$ cat config.mk
export PLATFORM = sky130hd
export DESIGN_NAME = fifo_rd_streamer
export DESIGN_NICKNAME = d
export VERILOG_FILES = /design/src/rtl/fifo_rd_streamer.sv
export SDC_FILE = /design/constraint.sdc
export NUM_CORES = 1
export LEC_CHECK = 0
export CORE_AREA = 2 2 62 64
export CTS_CLUSTER_DIAMETER = 50
export DETAILED_ROUTE_END_ITERATION = 10
export DIE_AREA = 0 0 64 66
export PLACE_DENSITY = 0.78
export SYNTH_ARGS = -nofsm -noshare
export SYNTH_HDL_FRONTEND = slang
export SYNTH_SLANG_ARGS = --single-unit
$ cat constraint.sdc
create_clock -name rclk -period 2.3 [get_ports rclk]
set_input_delay 0.23 -clock rclk [delete_from_list [all_inputs] [get_ports rclk]]
set_output_delay 0.23 -clock rclk [all_outputs]
set_load 0.005 [all_outputs]
$ cat src/rtl/fifo_rd_streamer.sv
// fifo_rd_streamer: read-side drain stage for an async FIFO (rclk domain).
// Pops bytes from the FIFO read port into a 2-entry skid buffer and presents
// them as a valid/ready byte stream with packet framing.
//   rclk, rrst    : clock, synchronous active-high reset
//   en            : drain enable (gates new pops only)
//   rempty, rdata : FIFO read side; rinc : FIFO pop strobe
//   m_valid/m_ready/m_data/m_last : output byte stream
//   level         : skid-buffer occupancy 0..2
//   pkt_cnt       : completed packets since reset (wraps)
module fifo_rd_streamer #(
    parameter int unsigned DATA_W  = 8,
    parameter int unsigned PKT_LEN = 4,
    parameter int unsigned CNT_W   = 16
) (
    input  logic              rclk,
    input  logic              rrst,
    input  logic              en,
    input  logic              rempty,
    input  logic [DATA_W-1:0] rdata,
    output logic              rinc,
    output logic              m_valid,
    input  logic              m_ready,
    output logic [DATA_W-1:0] m_data,
    output logic              m_last,
    output logic [1:0]        level,
    output logic [CNT_W-1:0]  pkt_cnt
);

    localparam int unsigned      BEAT_W    = (PKT_LEN > 1) ? $clog2(PKT_LEN) : 1;
    localparam logic [BEAT_W-1:0] LAST_BEAT = BEAT_W'(PKT_LEN - 1);

    logic [DATA_W-1:0] r_head;
    logic [DATA_W-1:0] r_tail;
    logic [1:0]        r_level;
    logic [BEAT_W-1:0] r_beat;
    logic [CNT_W-1:0]  r_pkt_cnt;

    logic w_push;
    logic w_pop;
    logic w_last;

    // Pop decision uses only registered occupancy, never m_ready.
    assign w_push = en & ~rempty & ~rrst & (r_level != 2'd2);
    assign w_pop  = (r_level != 2'd0) & m_ready;
    assign w_last = (r_beat == LAST_BEAT);

    // Skid buffer: r_head is always the oldest entry, r_tail the second.
    always_ff @(posedge rclk) begin
        if (rrst) begin
            r_head    <= '0;
            r_tail    <= '0;
            r_level   <= 2'd0;
            r_beat    <= '0;
            r_pkt_cnt <= '0;
        end else begin
            case ({w_push, w_pop})
                2'b10: begin
                    if (r_level == 2'd0) begin
                        r_head <= rdata;
                    end else begin
                        r_tail <= rdata;
                    end
                    r_level <= r_level + 2'd1;
                end
                2'b01: begin
                    r_head  <= r_tail;
                    r_level <= r_level - 2'd1;
                end
                // Push+pop only happens at level 1: new byte becomes the head.
                2'b11: begin
                    r_head <= rdata;
                end
                default: begin
                end
            endcase

            if (w_pop) begin
                r_beat <= w_last ? '0 : r_beat + BEAT_W'(1);
                if (w_last) begin
                    r_pkt_cnt <= r_pkt_cnt + CNT_W'(1);
                end
            end
        end
    end

    assign rinc    = w_push;
    assign m_valid = (r_level != 2'd0);
    assign m_data  = r_head;
    assign m_last  = (r_level != 2'd0) & w_last;
    assign level   = r_level;
    assign pkt_cnt = r_pkt_cnt;

endmodule

Word-level counts from Yosys, hierarchy flattened. Cells that the tools add are included.

$add $sub $neg: 4. Multiply operators: 0. Div/mod/pow operators: 0. Magnitude comparators: 0. Eq/ne operators: 6. Shifts and indexed selects: 0. Mux-type cells: 4. Bitwise logic cells: 8. Reductions and logical operators: 7.

Operators by type and width (number): $pmux W8 S3 (1); $add A16 B1 Y16 const B (1); $mux W8 (1); $eq A2 B2 Y1 const B (3); $reduce_and A2 Y1 (3); $and A1 B1 Y1 (5); $add A2 B1 Y2 const B (2); $ne A2 B2 Y1 const B (2); $pmux W2 S2 (1); $reduce_bool A2 Y1 (2); $not A1 Y1 (3); $reduce_bool A3 Y1 (1); $eq A2 B1 Y1 const B (1); $logic_not A2 Y1 (1); $mux W2 (1); $sub A2 B1 Y2 const B (1).

Register bits after elaboration: 36. Latch bits: 0. Bits in writable memories: 0. Bits in read-only memories: 0. Input bits: 13. Output and inout port bits: 29. Logic and storage cells: 34. Memories: 0.

Depth between registers and ports, before layout. Gate-level depths: netlist (run 1).

Depth in word-level cells: 7. Depth in mapped cells: 8. Mapped depth without buffers: 7.

Least setup slack after synthesis (run 1). No wires, ideal clock.

Path kind: reg2reg. Start: register r_level[0] (netlist: level[0]). End: register r_level[1] (netlist: level[1]). Arrival time: 1967 ps. Path slack: 262 ps. Cell stages (with the launch flop): 9. Path buffers: 2. Cell sequence: dfxtp_1 -> buf_2 -> o21ai_1 -> inv_1 -> ha_1 -> buf_2 -> xnor2_1 -> or3_2 -> a21oi_1.

Longest elaborated chain between the ends: 4. Elaborated cells between the ends (all ways): 10. Those cells by class: add/sub (2); eq/ne (3); mux (1); bitwise (2); reduce/logical (2).

Ends and longest elaborated chain: start, declared (line 34) `logic [1:0] r_level;`; start signal, assigned (line 63) `r_level <= r_level + 2'd1;`; start signal, assigned (line 67) `r_level <= r_level - 2'd1;`; $reduce_bool A2 Y1 (*) (line 44) `assign w_pop = (r_level != 2'd0) & m_ready;`; $and A1 B1 Y1 (*) (line 44); net w_pop (line 39) `logic w_pop;`; $eq A2 B1 Y1 or $eq A2 B2 Y1 (tied branches) (line 56) `case ({w_push, w_pop})`; $pmux W2 S2 or $reduce_bool A2 Y1 (tied branches).

Mark *: on every way through the listed nets, which the timed path passes. The rest lies on a longest branch. A chain may end at the register's enable or synchronous reset.

Worst setup path in the final report (run 1).
Start: input port rrst. End: output port rinc.

Longest elaborated chain between the ends: 3.

Ends and longest elaborated chain: start, declared (line 16) `input logic rrst,`; $not A1 Y1 (line 43) `assign w_push = en & ~rempty & ~rrst & (r_level != 2'd2);`; $and A1 B1 Y1 (2 in a row) (line 43); end, declared (line 20) `output logic rinc,`.

Every way passes these cells.

==> metrics, run 1 <==
final hold vios=0; PostCTS Resize Cnt=0; fillcell total=319; ANT nets after route=0; worst path required time=2.07 ns; CTS buffer count=5; top_reg_cell synth=dfxtp_1; Cells after Synth=175; Synth area leader=dfxtp_1; vias after detailed routing=1366; H-tree depth=2; post-synthesis sequential area ratio=44.2%; Layout Nets=237; worst min-delay path startpoint=pkt_cnt[13]; Netlist cell types=36; CP most frequent cell=clkdlybuf4s50_1; clk_skew=0.00974 ns; CTS sink cnt=36; clock buffer depth=2; CP Capture Type=output port; PD cells=632 mW/mm^2; FF-to-FF End=pkt_cnt[14]; Critical Path Max Stage Delay=0.51 ns; Yosys top cell area share=44.2%; DR pass1 iterations=4; #FFs+latches synth=36; sum of negative setup slack=0 ns; hold slack=0.499 ns; Avg Cell Area, Syn=9.31 sq um; grt total ovfl=0; status=completed; Port-buffer cells=41; cells on worst reg2reg path=5; full die area=0.00422 sq mm; IO Pins=42; final wirelength=3250 um; ys async rst share=0%; max cap viols=0; fmax=463 MHz; Hold Path Class=reg2reg; commonest non-fill, non-tap cells in the layout=41 x clkdlybuf4s50_1, 36 x dfxtp_1, 31 x nor2_1; initial drt markers=61; vias in the first global route=1286; Syn Nets=192; Core Footprint=0.00355 sq mm; Hold EP=pkt_cnt[13]; Setup Buffers After CTS=0; worst hold stages=2; crit path time final=2.16 ns; RSZ-0062 raised after global routing=false; r2r setup slk=0.39 ns; Rows=22; CP arrival=1.93 ns; CP cell instances=clkdlybuf4s50_1, or3b_2, nand2b_1, inv_1, clkdlybuf4s50_1; commonest non-fill, non-tap cell in the layout=clkdlybuf4s50_1; DIE HEIGHT=66 um; fin. max-slew vios=0; wire per inst=12.1 um; GRT Total Usage=17.4%; Worst path slowest cell=clkdlybuf4s50_1; Yosys warnings=0; number of diodes=0; Vias per Instance=5.08; Clock transition at path regs=0.11 ns; area delta synth->final=32.7%; WS Path Type=in2out; initial antenna violation count=0; worst setup path start=rrst; CTS Root Cell=clkbuf_4; RR Startpoint=r_beat[0]; ranking of synthesized cells by area=dfxtp_1 44%, mux2i_1 10%, nor2_1 7.1%; CTS Hold Bufs=0; Post-synth EDFFs=0; Placer Congestion=0.738; Leak Pwr=0.826 nW; largest net degree at the start of global routing=40; initial core utilization=45.9%; slew margin rel.=71.4%; Tcrit/Tclk final=93.9%; Post-DP HPWL=2290 um; Die Width=64 um; first-pass GRT wire length=5750 um; Peak VDD IR=0.421 mV; share of layout cells above drive strength 1=9.95%; worst-margin pin slew=0.427 ns; Post-Syn Area=0.00163 sq mm; later-pin clock latency in the skew report=0.35 ns; CP max FO=2; startpoint types=input pin; Final Setup Violations=0; CTS tree=yes; residual DRC count=0
-- worst max-delay path, delay by kind of cell --
kind          cells  cell delay (ns)
buf+inv           3             1.04
simple gates      2             0.66
-- through the flow --
step / area [sq um] / power, mW / util, % / setup WS [ns] / std cells
3_3_place_gp: 2100 / 1.02 / 59.2 / 0.0173 / 261
4_1_cts: 2160 / 1.39 / 60.9 / 0.119 / 269
3_5_place_dp: 2100 / 1.02 / 59.2 / -0.0514 / 261
2_1_floorplan: 1630 / 0.882 / - / 0.262 / 175
6_report: 2160 / 1.37 / 60.9 / 0.141 / 269
5_1_grt: 2160 / 1.45 / 60.9 / 0.0734 / 269
-- where the power goes --
part           switching, mW  total [mW]  internal [mW]
Clock                  0.209       0.360          0.151
Combinational          0.135       0.306          0.170
Sequential            0.0348       0.701          0.666
-- how the worst max path moves through the flow --
stage	endpoint	slack, ns	cells past startpoint
after global placement	level[1]	0.02	7
after CTS	rinc	0.12	5
final	rinc	0.14	5
after detailed placement	level[1]	-0.05	7
after global routing	rinc	0.07	5
after floorplan	level[1]	0.26	8
-- per-layer routing --
layer / vias up / wire, um / global-route usage [%] / part of all wire [%]
met5: - / 0 / 0 / 0
met4: 0 / 48 / 6.52 / 1.5
met3: 6 / 211 / 6.30 / 6.5
met2: 33 / 1520 / 29.9 / 47
met1: 631 / 1460 / 19.6 / 45
li1: 696 / - / - / -
-- state kept, by name (all words and copies together), names as in the netlist --
register / count
level: 2
pkt_cnt: 16
r_beat: 2
m_data: 8
r_tail: 8
-- synth_stat cells, drive strengths merged, types with 2 or more instances --
| cell | count |
|---|---|
| nand4 | 2 |
| nor4b | 2 |
| o21ai | 6 |
| dfxtp | 36 |
| nor2 | 31 |
| a211oi | 8 |
| xor2 | 3 |
| nor2b | 2 |
| buf | 4 |
| xnor2 | 7 |
| inv | 5 |
| ha | 4 |
| or3 | 5 |
| nand3 | 5 |
| clkbuf | 5 |
| nor4 | 2 |
| mux2i | 17 |
| mux2 | 3 |
| a21oi | 7 |
| nor3 | 4 |
| nand2 | 7 |
-- layout make-up --
cell class | instances | area (sq um) | share of cell area (%)
Inverter | 5 | 18.8 | 0.868
Sequential cell | 36 | 721 | 33.3
Clock buffer | 8 | 58.8 | 2.72
Multi-Input combinational cell | 125 | 848 | 39.2
Timing Repair Buffer | 47 | 455 | 21.1
Tap cell | 48 | 60.1 | 2.78
-- kinds of logic (layout without fill, tap and decap cells) --
| kind of cell | count (synthesis) | count (layout) | share of synthesized area [%] |
|---|---|---|---|
| buf+inv | 14 | 60 | 3.69 |
| mux | 20 | 20 | 12.5 |
| simple gates | 67 | 67 | 20.3 |
| xor+xnor | 10 | 10 | 5.38 |
| fa+ha+maj | 4 | 4 | 3.07 |
| flops | 36 | 36 | 44.2 |
| compound gates | 24 | 24 | 10.8 |
No activity file was read; power rests on OpenSTA's default activity.
==> inputs of run 2 (changes only) <==
--- a/config.mk
+++ b/config.mk
@@ -10,6 +10,7 @@
 export DETAILED_ROUTE_END_ITERATION = 10
 export DIE_AREA = 0 0 64 66
 export PLACE_DENSITY = 0.78
+export SLEW_MARGIN = 20
 export SYNTH_ARGS = -nofsm -noshare
 export SYNTH_HDL_FRONTEND = slang
 export SYNTH_SLANG_ARGS = --single-unit
==> results of run 2 <==
Final layout, timing and power as in run 1 (identical DEF).
